## src/rtl/fetch_pkg.sv

```systemverilog
// Shared types for the instruction fetch unit.
//   XLEN_DEF      default address / PC width
//   RESET_PC_DEF  default PC after reset
//   instr_t       32-bit instruction word
//   fetch_entry_t fetch-queue entry {pc, instr}
//   fetch_state_t fetch FSM states {FETCH, FLUSH}
package fetch_pkg;

    localparam int                    XLEN_DEF     = 32;
    localparam logic [XLEN_DEF-1:0]   RESET_PC_DEF = 32'h0000_0000;

    typedef logic [31:0] instr_t;

    // pc is carried at the package width; the top converts to/from XLEN.
    typedef struct packed {
        logic [XLEN_DEF-1:0] pc;
        instr_t              instr;
    } fetch_entry_t;

    typedef enum logic {
        FETCH = 1'b0,
        FLUSH = 1'b1
    } fetch_state_t;

endpackage

```

## src/rtl/fetch_queue.sv

```systemverilog
// Synchronous FIFO of fetch_entry_t between the IMEM response path and decode.
//   clk, reset   clock / synchronous active-high reset
//   flush        empties the queue this edge (wins over push and pop)
//   push         write push_data (ignored when full)
//   pop          retire the head (ignored when empty)
//   head         head entry, forced to zero while empty
//   full, empty  occupancy flags
//   count        number of valid entries (0..DEPTH)
module fetch_queue
    import fetch_pkg::*;
#(
    parameter int DEPTH = 4,
    parameter int CW    = $clog2(DEPTH) + 1
) (
    input  logic          clk,
    input  logic          reset,
    input  logic          flush,
    input  logic          push,
    input  fetch_entry_t  push_data,
    input  logic          pop,
    output fetch_entry_t  head,
    output logic          full,
    output logic          empty,
    output logic [CW-1:0] count
);

    localparam int AW = $clog2(DEPTH);

    fetch_entry_t  mem [DEPTH];
    logic [AW-1:0] wr_ptr;
    logic [AW-1:0] rd_ptr;
    logic          do_push;
    logic          do_pop;

    assign full    = (count == CW'(DEPTH));
    assign empty   = (count == '0);
    assign do_push = push && !full && !flush;
    assign do_pop  = pop && !empty && !flush;

    // DEPTH is a power of two, so the pointers wrap naturally.
    always_ff @(posedge clk) begin
        if (reset || flush) begin
            wr_ptr <= '0;
            rd_ptr <= '0;
            count  <= '0;
        end else begin
            if (do_push) wr_ptr <= wr_ptr + AW'(1);
            if (do_pop)  rd_ptr <= rd_ptr + AW'(1);
            count <= count + CW'(do_push) - CW'(do_pop);
        end
    end

    always_ff @(posedge clk) begin
        if (do_push) mem[wr_ptr] <= push_data;
    end

    // Zero while empty so decode sees clean 0s after reset/flush.
    assign head = empty ? '0 : mem[rd_ptr];

endmodule

```

## src/rtl/fetch_unit.sv

```systemverilog
// Instruction fetch unit: issues sequential IMEM requests, tags in-order
// responses with their PC, buffers them in fetch_queue and hands them to
// decode. Redirects flush the queue and drop responses still in flight.
//   clk, reset                 clock / synchronous active-high reset
//   redirect_valid/_pc         branch/jump redirect
//   imem_req_valid/_addr/_ready  fetch request handshake (byte address)
//   imem_rsp_valid/_data       in-order IMEM response
//   dec_valid/_ready/_pc/_instr  queue head towards decode
// Optional: define FETCH_PERF_CNT_EN to add perf_fetched (pops) and
// perf_flushes (redirects) 32-bit wrapping counters.
module fetch_unit
    import fetch_pkg::*;
#(
    parameter int              XLEN     = XLEN_DEF,
    parameter int              DEPTH    = 4,
    parameter logic [XLEN-1:0] RESET_PC = XLEN'(RESET_PC_DEF)
) (
    input  logic            clk,
    input  logic            reset,
    input  logic            redirect_valid,
    input  logic [XLEN-1:0] redirect_pc,
    output logic            imem_req_valid,
    output logic [XLEN-1:0] imem_req_addr,
    input  logic            imem_req_ready,
    input  logic            imem_rsp_valid,
    input  logic [31:0]     imem_rsp_data,
    output logic            dec_valid,
    input  logic            dec_ready,
    output logic [XLEN-1:0] dec_pc,
    output logic [31:0]     dec_instr
`ifdef FETCH_PERF_CNT_EN
    ,
    output logic [31:0]     perf_fetched,
    output logic [31:0]     perf_flushes
`endif
);

    localparam int            CW      = $clog2(DEPTH) + 1;
    localparam logic [CW:0]   DEPTH_L = (CW+1)'(DEPTH);

    fetch_state_t    state;
    fetch_state_t    state_nxt;
    logic            run;           // low for one cycle after reset
    logic [XLEN-1:0] fetch_pc;
    logic [XLEN-1:0] rsp_pc;        // PC of oldest outstanding request
    logic [CW-1:0]   outstanding;
    logic [CW-1:0]   out_nxt;
    logic [CW-1:0]   drop_cnt;
    logic [CW-1:0]   occ;
    logic [CW:0]     credit_sum;
    logic            credit_ok;
    logic            req_acc;
    logic            push;
    logic            pop;
    logic            q_full;
    logic            q_empty;
    fetch_entry_t    push_data;
    fetch_entry_t    head;

    assign req_acc = imem_req_valid && imem_req_ready;
    // Every response retires one outstanding request, dropped or not; an
    // acceptance in a redirect cycle still counts and is dropped later.
    assign out_nxt = outstanding + CW'(req_acc) - CW'(imem_rsp_valid);

    // Queue slots are reserved for everything in flight, so a response can
    // always be pushed without back-pressure toward IMEM.
    assign credit_sum = {1'b0, occ} + {1'b0, outstanding};
    assign credit_ok  = !q_full && (credit_sum < DEPTH_L);

    // Redirect wins over a coincident response or pop.
    assign push = imem_rsp_valid && (state == FETCH) && !redirect_valid;
    assign pop  = !q_empty && dec_ready && !redirect_valid;

    assign push_data.pc    = XLEN_DEF'(rsp_pc);
    assign push_data.instr = imem_rsp_data;

    // ---------------- FSM: state register ----------------
    always_ff @(posedge clk) begin
        if (reset) state <= FETCH;
        else       state <= state_nxt;
    end

    // ---------------- FSM: next state ----------------
    always_comb begin
        state_nxt = state;
        if (redirect_valid)
            state_nxt = (out_nxt != '0) ? FLUSH : FETCH;
        else if (state == FLUSH && imem_rsp_valid && drop_cnt == CW'(1))
            state_nxt = FETCH;
    end

    // ---------------- FSM: outputs ----------------
    always_comb begin
        imem_req_valid = run && (state == FETCH) && credit_ok;
    end

    // ---------------- PC / counter datapath ----------------
    always_ff @(posedge clk) begin
        if (reset) begin
            run         <= 1'b0;
            fetch_pc    <= RESET_PC;
            rsp_pc      <= RESET_PC;
            outstanding <= '0;
            drop_cnt    <= '0;
        end else begin
            run         <= 1'b1;
            outstanding <= out_nxt;
            if (redirect_valid) begin
                fetch_pc <= redirect_pc;
                rsp_pc   <= redirect_pc;
                drop_cnt <= out_nxt;
            end else begin
                if (req_acc) fetch_pc <= fetch_pc + XLEN'(4);
                if (imem_rsp_valid) begin
                    if (state == FLUSH) drop_cnt <= drop_cnt - CW'(1);
                    else                rsp_pc   <= rsp_pc + XLEN'(4);
                end
            end
        end
    end

    assign imem_req_addr = fetch_pc;

    fetch_queue #(
        .DEPTH (DEPTH),
        .CW    (CW)
    ) u_queue (
        .clk       (clk),
        .reset     (reset),
        .flush     (redirect_valid),
        .push      (push),
        .push_data (push_data),
        .pop       (pop),
        .head      (head),
        .full      (q_full),
        .empty     (q_empty),
        .count     (occ)
    );

    assign dec_valid = !q_empty;
    assign dec_pc    = XLEN'(head.pc);
    assign dec_instr = head.instr;

`ifdef FETCH_PERF_CNT_EN
    always_ff @(posedge clk) begin
        if (reset) begin
            perf_fetched <= '0;
            perf_flushes <= '0;
        end else begin
            if (pop)            perf_fetched <= perf_fetched + 32'd1;
            if (redirect_valid) perf_flushes <= perf_flushes + 32'd1;
        end
    end
`endif

endmodule

```

## config.mk

```make
export PLATFORM = sky130hd
export DESIGN_NAME = fetch_unit
export DESIGN_NICKNAME = d
export VERILOG_FILES = /design/src/rtl/fetch_pkg.sv /design/src/rtl/fetch_queue.sv /design/src/rtl/fetch_unit.sv
export SDC_FILE = /design/constraint.sdc
export NUM_CORES = 1
export LEC_CHECK = 0
export CAP_MARGIN = 10
export CORE_MARGIN = 2
export CORE_UTILIZATION = 30
export DETAILED_ROUTE_END_ITERATION = 10
export PLACE_DENSITY = 0.49
export REMOVE_ABC_BUFFERS = 1
export SYNTH_ARGS = -nofsm -noshare
export SYNTH_HDL_FRONTEND = slang
export SYNTH_SLANG_ARGS = --single-unit
```

## constraint.sdc

```tcl
create_clock -name clk -period 5.8 [get_ports clk]
set_clock_uncertainty 0.1 [all_clocks]
set_input_delay 0.87 -clock clk [delete_from_list [all_inputs] [get_ports clk]]
set_output_delay 0.87 -clock clk [all_outputs]
set_load 0.05 [all_outputs]
```

; ---- Word-level counts from Yosys, hierarchy flattened
; Memories as Yosys holds them, arrays and structs flattened. A register that Yosys moved wholly into a read port is not among the register bits.
; Index checks and enable logic that the tools add are counted.
[word_totals]
ff_bits = 79
latch_bits = 0
ramBits = 256
romBits = 0
inputBits = 70
output_inout_bits = 98
elab_cells = 68
mem_count = 1
[memory_table]
columns = name, words, word_bits, rd, rd_clocked_by_memory_dff, write_ports, line_no
row1 = u_queue.mem, 4, 64, 1, 1, 1, fetch_queue.sv:29  ; fetch_entry_t mem [DEPTH];
[op_classes]
addsub = 10
mul = 0
div = 0
order_cmp = 1
eq_ne = 3
shifts = 0
n_mux = 17
n_bitwise = 1
reduce_logical = 26
[op_table]
columns = op, n
row1 = two-way mux 32 bit, 5
row2 = "adder 32 x 3 -> 32 bit, second input constant", 2
row3 = two-way mux 64 bit, 1
row4 = logical AND 1 bit, 14
row5 = two-way mux 3 bit, 3
row6 = nonzero test 2 bit, 4
row7 = adder 3 x 1 -> 3 bit, 2
row8 = two-way mux 1 bit, 6
row9 = subtractor 3 x 1 -> 3 bit, 2
row10 = "adder 2 x 1 -> 2 bit, second input constant", 2
row11 = adder 3 x 3 -> 4 bit, 1
row12 = "< comparator 4 x 3 -> 1 bit, second input constant", 1
row13 = two-way mux 2 bit, 2
row14 = AND reduction 2 bit, 2
row15 = "equality test 3 x 1 -> 1 bit, second input constant", 1
row16 = "equality test 3 bit, second input constant", 1
row17 = zero test 1 bit, 3
row18 = zero test 3 bit, 1
row19 = nonzero test 3 bit, 1
row20 = "subtractor 3 x 1 -> 3 bit, second input constant", 1
row21 = "!= test 2 bit, second input constant", 1
row22 = logical OR 1 bit, 1
row23 = NOT 1 bit, 1

; ---- Depth between registers and ports, before layout
; Gate-level depths: netlist of run 1.
[logic_depth]
depth_word = 10
depth_mapped = 12
ltp_nobuf = 12

; ---- Cells and area by module
; A second synthesis of run 1 with hierarchy kept.
[hier_totals]
hier_cells = 892
area_unflattened_um2 = 14064.7
[modules_own_cells]
columns = module, n_inst, cells_each, area_each_um2, seq_area_each_um2
row1 = fetch_queue, 1, 456, 10219.8, 7867.5
row2 = fetch_unit, 1, 436, 3844.9, 1441.4

; ---- Least setup slack after synthesis of run 1
; No wires, ideal clock.
[synth_timing]
path_kind = in2reg
from = input port imem_rsp_valid
to = memory u_queue.mem[0][0] in the netlist's numbering, enable pin
setup_time_ps = 429
arrival_ps = 3180
required_ps = 5271
slack_ps = 2091
cell_stages = 5
n_path_buf = 2
cell_sequence = and2b_1 -> clkbuf_1 -> and3_1 -> clkbuf_1 -> and2_1
[synth_via]
elab_chain_len = 6
[synth_rtl]
columns = item, line_no
row1 = "start, declared", fetch_unit.sv:25  ; input logic imem_rsp_valid,
row2 = logical AND 1 bit (2 in a row), fetch_unit.sv:71  ; assign push = imem_rsp_valid && (state == FETCH) && !redirect_valid;
row3 = logical AND 1 bit (2 in a row), fetch_queue.sv:37  ; assign do_push = push && !full && !flush;
row4 = via u_queue.do_push, fetch_queue.sv:32  ; logic do_push;
row5 = two-way mux 1 bit, fetch_queue.sv:54  ; if (do_push) mem[wr_ptr] <= push_data;
row6 = two-way mux 1 bit (not written as such), fetch_queue.sv:54
row7 = "end, declared", fetch_queue.sv:29
; The timed path passes the listed nets, and every way through them passes these cells.

==> results of run 1 <==
state kept, by name (all words and copies together) (netlist names), named ones only:
name	flops
drop_cnt	3
imem_req_addr	32
outstanding	3
rsp_pc	32
run	1
state	1
u_queue.count	3
u_queue.mem	256
u_queue.rd_ptr	2
u_queue.wr_ptr	2
where the power goes:
group | switching, W | internal, W | leakage [nW]
clock | 0.000937 | 0.00127 | 0.545
combinational | 0.000332 | 0.000230 | 2.00
sequential | 0.0000806 | 0.00268 | 3.01
area by class of cell:
type	instances	area, µm²
clock buffers	47	1010
well taps	607	759
repair buffers	183	1790
multi-input cells	483	4400
flip-flops and latches	337	9320
clock inverters	19	125
fillers	4429	28800
inverters	19	71.3
final timing paths:
check | start | end | slack, ps | depth (start not counted)
worst max-delay path | register | dec_pc[21] | 1460 | 4
worst min-delay path | imem_req_addr[1] | imem_req_addr[1] | 360 | 2
worst max register to register | u_queue.count[2] | state | 2260 | 12
worst min register to register | imem_req_addr[1] | imem_req_addr[1] | 360 | 2
Yosys cell counts (3+ instances only):
master,instances
nor4_1,8
a21boi_0,35
and3_1,14
nand3_1,20
nand4_1,24
nor2b_1,3
clkbuf_1,35
a21oi_1,13
a31oi_1,4
buf_1,8
and2_1,71
o21ai_0,6
a311oi_1,3
o21a_1,23
xor2_1,26
and4_1,8
or3_1,5
mux4_2,64
or4_1,4
nor3_1,11
nand2_1,30
nor2_1,20
ha_1,14
dfxtp_1,81
a211oi_1,9
inv_1,18
xnor2_1,33
o31a_1,6
nor4_2,3
edfxtp_1,256
worst min-delay path: cells and delay by family, from the launching register on:
family          cells  cell delay [ps]
simple gates        1               50
flops               1              310
compound gates      1               50
kinds of logic after synthesis:
family / after synthesis
flops: 337
xor+xnor: 59
fa+ha+maj: 16
mux: 66
buf+inv: 65
compound gates: 105
simple gates: 237
through the flow:
stage | instances | setup slack [ps] | area [µm²] | hold WS, ps | power, W
5_1_grt | 1695 | 1220 | 17500 | 410 | 0.00576
4_1_cts | 1695 | 1330 | 17500 | 357 | 0.00562
3_3_place_gp | 1629 | 1930 | 16300 | 350 | 0.00338
2_1_floorplan | 839 | 1130 | 13800 | 358 | 0.00314
6_report | 1695 | 1460 | 17500 | 357 | 0.00554
3_5_place_dp | 1629 | 1930 | 16300 | 349 | 0.00338
per-layer routing:
metal / vias to the layer above / routed length (µm) / track usage [%]
met1: 4059 / 16700 / 20.9
met2: 198 / 15900 / 23.0
met3: 46 / 1620 / 2.59
li1: 3770 / - / -
met4: 2 / 675 / 4.47
met5: - / 14 / 0
==> out/metrics.yaml, run 1 <==
critical_path_class: "register to primary output"
die_h_um: 220
synth-edff-count: 256
cts_tree: "built"
start_util_pct: 30.2
antenna_found_initial: 1
relSlewSlack_pct: 29.3
clkSinkCount: 337
worstHoldPathType: "register to register"
syn_inst: 885
yosys.area.top_type_share_pct: 55.1
status: "finished, final reports clean"
die_area_um2: 48200
die_w_um: 220
cts_resized: 0
initialDrtViolationCount: 477
ys_ff_latch: 337
drive_above_1_share_pct: 13.9
grt_max_degree: 65
synth_simple_gate_area_share_pct: 10.3
synthAdderAreaFrac_pct: 1.54
ys_seq_area_share_pct: 66.7
synth_top_family_by_area: "multiplexers"
min_period_ps: 4340
final_cell_mix: "edfxtp_1, clkdlybuf4s50_1, dfxtp_1"
syn_area_um2: 13900
syn_to_final_growth_pct: 25.2
htreeDepth: 2
io_pins: 168
path_cells: "buf_4 -> mux4_2 -> and2_1 -> clkdlybuf4s50_1"
synth_xor_area_share_pct: 3.70
crit_required_ps: 4830
path_buf_inv: 2
clkLatencyLatePin_ps: 540
cts_buffer_depth: 3
route.detailed.drc: 0
ir_worst_vdd_uv: 167
fin_util_pct: 37.8
synth_compound_area_share_pct: 5.36
clk_pin_slew_ps: 60
slew_violations: 0
yosysTopAreaCell: "edfxtp_1"
cpPeakStageDelay_ps: 870
final_common_cell: "edfxtp_1"
critPathArrivalTime_ps: 3370
vias_per_cell: 4.76
grt_pass1_wl_mm: 52.3
synth.mux.area_fraction_pct: 10.5
worst_pin_slew_ps: 1050
p_per_area_nw_per_um2: 317
ys.flop_type: "edfxtp_1"
place_congestion: 0.750
crit_slowest_cell: "dfxtp_4"
cts_hold_buf: 0
portBuffers: 167
setup_tns_ps: 0
worstPathMaxFanout: 34
ant_nets: 0
crit_family: "buffers and inverters"
dr_total_vias: 8075
post-cts-setup-buffers: 0
groute.usage.overall_pct: 14.7
cts_root_buf: "clkbuf_16"
ys.warnings.count: 0
fp-row-count: 79
syn_avg_cell_area_um2: 15.8
worst_setup_path_end_kind: "primary output"
detail_route.wl_per_cell_um: 20.6
wl_mm: 35.0
grt_remaining_overflow: 0
synth.distinct_cells: 53
drv_cap: 0
finalCritPeriodShare_pct: 74.8
insertedDiodeCount: 0
hold_viol_final: 0
synth_area_leaders: "edfxtp_1, dfxtp_1, mux4_2"
cts_buffers: 37
synthArstFlopShare_pct: 0
grt_pass1_vias: 8307
power_leakage_nw: 5.55
drt_pass1_iterations: 4
nets: 1147
rsz0062_at_grt: "false"
setup-violations-final: 0
place_hpwl_mm: 22.9
fmax_ghz: 0.231
core_area_um2: 46300
worstSetupStartpointType: "register"
No activity file was read; power rests on OpenSTA's default activity.
==> run 2, diff against run 1 <==
==> constraint.sdc (replaced) <==
create_clock -name clk -period 4.4 [get_ports clk]
set_clock_uncertainty 0.1 [all_clocks]
set_input_delay 0.66 -clock clk [delete_from_list [all_inputs] [get_ports clk]]
set_output_delay 0.66 -clock clk [all_outputs]
set_load 0.05 [all_outputs]
==> out/metrics.yaml, run 2 (synthesis gave the netlist of run 1 again) <==
p_per_area_nw_per_um2: 428  # was 317 nW/µm²
power_leakage_nw: 5.70  # was 5.55 nW
fin_area_um2: 17800  # was 17500 µm²
groute.usage.overall_pct: 14.8  # was 14.7%
grt_remaining_overflow: 0  # unchanged
worst_pin_slew_ps: 1050  # about the same
portBuffers: 167  # unchanged
core_area_um2: 46300  # unchanged
multi_input_area_um2: 4390  # was 4400 µm²
timing.hold.ws_ps: 361  # was 357 ps
post-cts-setup-buffers: 0  # unchanged
worstSetupStartpointType: "register"  # unchanged
nets: 1160  # was 1147
fp-row-count: 79  # unchanged
p_total_w: 0.00760  # was 0.00554 W
top_register: "u_queue.mem"  # unchanged
worstHoldPathType: "register to register"  # unchanged
final_cell_mix: "edfxtp_1, clkdlybuf4s50_1, dfxtp_1"  # unchanged
cts_hold_buf: 0  # unchanged
drt_pass1_iterations: 5  # was 4
dr_total_vias: 8126  # was 8075
setup-violations-final: 0  # unchanged
clk_pin_slew_ps: 60  # about the same
drive_above_1_share_pct: 14.9  # was 13.9%
fmax_ghz: 0.263
htreeDepth: 2  # unchanged
route.detailed.drc: 0  # unchanged
start_util_pct: 30.2  # unchanged
rsz0062_at_grt: "false"  # unchanged
grt_pass1_vias: 8377  # was 8307
status: "finished, final reports clean"  # unchanged
hold_viol_final: 0  # unchanged
grt_pass1_wl_mm: 52.9  # was 52.3 mm
cts_root_buf: "clkbuf_16"  # unchanged
ant_nets: 0  # unchanged
die_h_um: 220  # unchanged
syn_to_final_growth_pct: 27.3  # was 25.2%
finalCritPeriodShare_pct: 86.4
slew_violations: 0  # unchanged
cts_buffers: 40  # was 37
nFillCells: 4407  # was 4429
ir_worst_vdd_uv: 288  # was 167 µV
final_common_cell: "edfxtp_1"  # unchanged
grt_max_degree: 59  # was 65
min_period_ps: 3800
cts_buffer_depth: 3  # unchanged
fin_util_pct: 38.4  # was 37.8%
vias_per_cell: 4.75  # was 4.76
crit_required_ps: 3640  # was 4830 ps
largest_reg_flops: 256  # unchanged
place_hpwl_mm: 23.0  # was 22.9 mm
die_w_um: 220  # unchanged
worst_setup_path_end_kind: "primary output"  # unchanged
io_pins: 168  # unchanged
place_congestion: 0.729  # was 0.750
critical_path_class: "register to primary output"  # unchanged
drv_cap: 0  # unchanged
clkLatencyLatePin_ps: 540  # about the same
cts_tree: "built"  # unchanged
worstPathMaxFanout: 37  # was 34
relSlewSlack_pct: 29.4  # was 29.3%
detail_route.wl_per_cell_um: 20.6  # about the same
final-instance-count-excl-fill: 1712  # was 1695
initialDrtViolationCount: 486  # was 477
clkSinkCount: 337  # unchanged
regArea_um2: 9320  # unchanged
cts_resized: 0  # unchanged
rrSetupSlack_ps: 910  # was 2260 ps
critPathArrivalTime_ps: 3040  # was 3370 ps
dpl_cell_area_um2: 16500  # was 16300 µm²
wl_mm: 35.2  # was 35.0 mm
dpl.cell_count: 1639  # was 1629
die_area_um2: 48200  # unchanged
antenna_found_initial: 2  # was 1
run 2: cell count changes in the layout (fill, tap and decap cells not counted), moves of 3 or more:
cell	change
buf_12	+7
clkinv_1	+3
bufinv_16	+3
buf_4	+3
run 2: critical path, cell delays in order, from the launching register on:
cell             delay [ps]
dfxtp_1                 400
or3_2                   580
buf_4                   430
and2_1                  230
clkdlybuf4s50_1         820
run 2: final timing paths:
check	from	endpoint	cells past startpoint
setup / recovery	u_queue.count[1]	dec_pc[3]	4
hold / removal	imem_req_addr[1]	imem_req_addr[1]	2
setup reg to reg	u_queue.count[2]	state	12
hold reg to reg	imem_req_addr[1]	imem_req_addr[1]	2
run 2: per-stage QoR:
step                      setup slack, ps  TNS (ps)
final                                 596         0
after global routing                  318         0
after CTS                             434         0
after detailed placement              950         0
after global placement                993         0
after floorplan                     -63.4     -4060
run 2: routing by layer:
layer,wire (µm),up-vias,track usage [%]
met5,0,-,0
met4,614,0,3.96
met3,2000,50,3.06
met2,16400,200,23.7
met1,16200,4079,20.6
li1,-,3797,-
run 2: cell type report:
type	instances	share of cell area, %
Antenna cell	1	0.0141
Clock buffer	47	5.90
Clock inverter	25	1.24
Inverter	19	0.401
Multi-Input combinational cell	483	24.7
Sequential cell	337	52.4
Tap cell	607	4.28
Timing Repair Buffer	193	11.0
run 2: where the power goes:
part / switching (W) / internal (W) / total [W] / leakage, nW
Sequential: 0.000102 / 0.00354 / 0.00364 / 3.01
Combinational: 0.000444 / 0.000310 / 0.000754 / 2.07
Clock: 0.00128 / 0.00193 / 0.00321 / 0.618
==> run 3, diff against run 2 <==
--- a/config.mk
+++ b/config.mk
@@ -8,6 +8,7 @@
 export CAP_MARGIN = 10
 export CORE_MARGIN = 2
 export CORE_UTILIZATION = 30
+export CTS_BUF_LIST = sky130_fd_sc_hd__clkbuf_2 sky130_fd_sc_hd__clkbuf_4 sky130_fd_sc_hd__clkbuf_8
 export DETAILED_ROUTE_END_ITERATION = 10
 export PLACE_DENSITY = 0.49
 export REMOVE_ABC_BUFFERS = 1
==> out/metrics.yaml, run 3 (synthesis gave the netlist of run 1 again) <==
dr_total_vias: 8274  # was 8126
io_pins: 168  # unchanged
ant_nets: 0  # unchanged
die_w_um: 220  # unchanged
setup-violations-final: 0  # unchanged
final-instance-count-excl-fill: 1753  # was 1712
fmax_ghz: 0.254  # was 0.263 GHz
cts_root_buf: "clkbuf_8"  # was clkbuf_16
clockPowerShare_pct: 40.0  # was 42.2%
grt_pass1_wl_mm: 53.3  # was 52.9 mm
cts_buffers: 59  # was 40
r2r_start: "u_queue.count[2]"  # unchanged
die_area_um2: 48200  # unchanged
dpl.cell_count: 1639  # unchanged
dpl_cell_area_um2: 16500  # unchanged
worstPathMaxFanout: 37  # unchanged
drv_cap: 0  # unchanged
crit_required_ps: 3640  # about the same
finalCritPeriodShare_pct: 89.4  # was 86.4%
p_switching_w: 0.00184  # was 0.00182 W
syn_to_final_growth_pct: 27.1  # was 27.3%
die_h_um: 220  # unchanged
cts_tree: "built"  # unchanged
critical_path_class: "register to primary output"  # unchanged
setup_tns_ps: 0  # unchanged
hold_viol_final: 0  # unchanged
r2r_cells: 12  # unchanged
slew_violations: 0  # unchanged
crit_slowest_cell: "clkdlybuf4s50_1"  # unchanged
r2r_end: "state"  # unchanged
seqPwrFrac_pct: 49.7  # was 47.9%
clkSinkCount: 337  # unchanged
final_cell_mix: "edfxtp_1, clkdlybuf4s50_1, dfxtp_1"  # unchanged
cts_hold_buf: 0  # unchanged
wl_mm: 35.7  # was 35.2 mm
place_congestion: 0.729  # unchanged
grt_max_degree: 59  # unchanged
p_sw_share_pct: 25.1  # was 24.0%
rsz0062_at_grt: "false"  # unchanged
cpPeakStageDelay_ps: 820  # about the same
cts_buffer_depth: 3  # unchanged
hold_path_depth: 2  # unchanged
fin_area_um2: 17700  # was 17800 µm²
htreeDepth: 2  # unchanged
path_buf_inv: 2  # unchanged
antenna_found_initial: 1  # was 2
nets: 1179  # was 1160
post-cts-setup-buffers: 0  # unchanged
place_hpwl_mm: 23.0  # unchanged
grt_pass1_vias: 8549  # was 8377
groute.usage.overall_pct: 14.9  # was 14.8%
worstHoldPathType: "register to register"  # unchanged
critPathArrivalTime_ps: 3170  # was 3040 ps
worst_setup_path_end_kind: "primary output"  # unchanged
cts_resized: 0  # unchanged
route.detailed.drc: 0  # unchanged
fp-row-count: 79  # unchanged
worstSetupStartpointType: "register"  # unchanged
p_int_w: 0.00549  # was 0.00578 W
vias_per_cell: 4.72  # was 4.75
ir_worst_vdd_uv: 199  # was 288 µV
top_register: "u_queue.mem"  # unchanged
path_cells: "or3_2 -> buf_4 -> and2_1 -> clkdlybuf4s50_1"  # unchanged
largest_reg_flops: 256  # unchanged
status: "finished, final reports clean"  # unchanged
fin_util_pct: 38.3  # was 38.4%
portBuffers: 167  # unchanged
initialDrtViolationCount: 484  # was 486
clkLatencyLatePin_ps: 640  # was 540 ps
nFillCells: 4416  # was 4407
drt_pass1_iterations: 4  # was 5
detail_route.wl_per_cell_um: 20.4  # was 20.6 µm
clk_pin_slew_ps: 60  # about the same
min_period_ps: 3930  # was 3800 ps
grt_remaining_overflow: 0  # unchanged
final_common_cell: "edfxtp_1"  # unchanged
whs_endpoint: "imem_req_addr[1]"  # unchanged
min_from: "imem_req_addr[1]"  # unchanged
rrSetupSlack_ps: 900  # was 910 ps
core_area_um2: 46300  # unchanged
relSlewSlack_pct: 27.9  # was 29.4%
start_util_pct: 30.2  # unchanged
comb_power_share_pct: 10.3  # was 9.9%
worst_pin_slew_ps: 1070  # was 1050 ps
p_per_area_nw_per_um2: 413  # was 428 nW/µm²
crit_family: "buffers and inverters"  # unchanged
power_leakage_nw: 5.73  # was 5.70 nW
p_total_w: 0.00733  # was 0.00760 W
drive_above_1_share_pct: 18.6  # was 14.9%
[run 3: final cells by class]
class / instances / area, µm² / area share, %
clock buffers: 85 / 1040 / 5.89
clock inverters: 27 / 181 / 1.02
flip-flops and latches: 337 / 9320 / 52.6
inverters: 19 / 71.3 / 0.402
diodes: 2 / 5.00 / 0.0282
repair buffers: 193 / 1950 / 11.0
well taps: 607 / 759 / 4.28
multi-input cells: 483 / 4390 / 24.8
[run 3: metal layers]
| metal | vias to the layer above | track usage [%] | wire length (µm) |
|---|---|---|---|
| met4 | 0 | 3.78 | 614 |
| met3 | 56 | 3.75 | 2220 |
| met2 | 232 | 23.6 | 16400 |
| met5 | - | 0 | 0 |
| li1 | 3849 | - | - |
| met1 | 4137 | 20.6 | 16400 |
[run 3: power groups by stage]
stage          Sequential, W  Clock (W)  Combinational, W
6_report             0.00364    0.00293          0.000754
3_5_place_dp         0.00371          0          0.000765
2_1_floorplan        0.00374          0          0.000389
5_1_grt              0.00366    0.00317          0.000817
3_3_place_gp         0.00370          0          0.000764
4_1_cts              0.00364    0.00305          0.000769
[run 3: worst max-delay path by stage]
stage / from / to / slack, ps / depth (start not counted)
final: u_queue.count[1] / dec_pc[3] / 470 / 4
after global routing: u_queue.count[1] / dec_pc[3] / 180 / 4
after CTS: u_queue.count[1] / dec_pc[3] / 290 / 4
after detailed placement: u_queue.count[2] / state / 950 / 12
after global placement: u_queue.count[2] / state / 990 / 12
after floorplan: register / dec_instr[0] / -60 / 2
[run 3: metrics by stage]
stage               hold WS [ps]  worst slack [ps]
finish                       371               467
floorplan                    358             -63.4
CTS                          381               293
global route                 398               178
global placement             348               993
detailed placement           357               950
[run 3: worst register-to-register path: cells and delay by family (launching register included)]
family          cells  cell delay [ps]
buf+inv             2              130
xor+xnor            2              400
flops               1              390
simple gates        3             1120
compound gates      1              130
fa+ha+maj           4             1100
==> patch, RTL diff (settings of run 3) <==
`XLEN_DEF`: 32 -> 16.
--- a/src/rtl/fetch_pkg.sv
+++ b/src/rtl/fetch_pkg.sv
@@ -8,3 +8,3 @@
 
-    localparam int                    XLEN_DEF     = 32;
+    localparam int                    XLEN_DEF     = 16;
     localparam logic [XLEN_DEF-1:0]   RESET_PC_DEF = 32'h0000_0000;
Ports: changed (resized dec_pc, imem_req_addr and redirect_pc); port bits go from 168 to 120. The function was not compared with the original's and may differ.
==> patch against run 3 <==
Routed wire length decreased by 39%. Synthesized cell count decreased by 32%. Register-to-register slack improved by 0.34 ns. Count of clock-buffer cells in the layout decreased by 27. Critical path depth unchanged. Sequential cell count decreased by 96. Worst setup slack improved by 0.22 ns. Hold slack got worse by 0.010 ns. Final area decreased by 30%. Global-route usage decreased by 1.9 points. Area after synthesis decreased by 30%. Power decreased by 30%. Clock power decreased by 32%. Critical path type unchanged. Largest power group unchanged.
==> patch: results (changes against run 3) <==
Yosys
  – Multiplexer share of the synthesized area: 11.2% (+0.68 points)
  – Syn_area_per_cell: 16.4 um^2 (+3.8%)
  – Compound-gate portion of the synthesized area: 4.60% (-0.76 points)
  – Sequential share of the synthesized area: 69.0% (+2.2 points)

Finish
  – Filler cells: 3,019 (-32%)
  – Clk cell area share: 6.63% (-0.28 points)
  – Sequential Area: 6750 um^2 (-28%)
  – Non-clock buffer share: 10.9% (-0.16 points)
  – Clock buffer count in the final layout: 58 (-32%)
  – Antenna fix cells: 0 (-2)
  – Inverters: 17 (-2)
  – Non-filler instance count after layout: 1,217 (-31%)
  – Share of layout cells above drive strength 1: 18.1% (-0.55 points)
  – Layout area overhead: 26.5%

Placement
  – Final HPWL DP: 14.3 mm (-38%)
  – Placer congestion estimate: 0.775 (+6.3%)

GRT
  – Aggregate global-route resource usage: 13.1% (-1.9 points)
  – Vias in the first global route: 6,130 (-28%)
  – Initial antenna violation count: 0 (-1)
  – Largest net degree at the start of global routing: 52 (-12%)
  – First-pass GRT wire length: 34.3 mm (-36%)

Die
  – Cell row count: 66 (-16%)

Hold path
  – HP Start: imem_req_addr[0]

Routing
  – DR pass1 iterations: 6 (+2)
  – Starting DRT DRC Count: 280 (-42%)
  – Via Count: 5,628 (-32%)

Power
  – Max VDD drop: 0.219 mV (+9.9%)
  – Pint: 3.88 mW (-29%)
  – Combinational Power: 0.544 mW (-28%)

Setup path
  – Data arrival, critical path: 2.95 ns (-0.22 ns)

Status
  – Status: completed

CTS
  – Inserted Clock Buffers: 44 (-25%)
  – Worst-skew pair later-pin latency: 0.55 ns (-0.09 ns)
[patch: per-layer routing]
metal  up-vias  part of all wire (%)  track usage, %
met5         -                     0               0
met3        38                   6.5            3.66
li1       2611                     -               -
met2       182                    47            21.1
met1      2797                    45            17.0
met4         0                   1.9            4.03
[patch: worst min-delay path, delay by kind of cell (launching register included)]
kind / cells / cell delay [ns]
flip-flops: 1 / 0.31
AND/OR/NAND/NOR: 1 / 0.05
AO/OA/AOI/OAI: 1 / 0.05
[patch: worst max-delay path by stage]
| stage | from | end | slack, ns |
|---|---|---|---|
| 5_1_grt | flop | dec_pc[3] | 0.53 |
| 3_3_place_gp | imem_req_ready | state | 1.00 |
| 4_1_cts | flop | dec_pc[0] | 0.61 |
| 3_5_place_dp | imem_req_ready | state | 0.96 |
| 6_report | flop | dec_pc[7] | 0.69 |
| 2_1_floorplan | u_queue.count[0] | dec_valid | -0.25 |
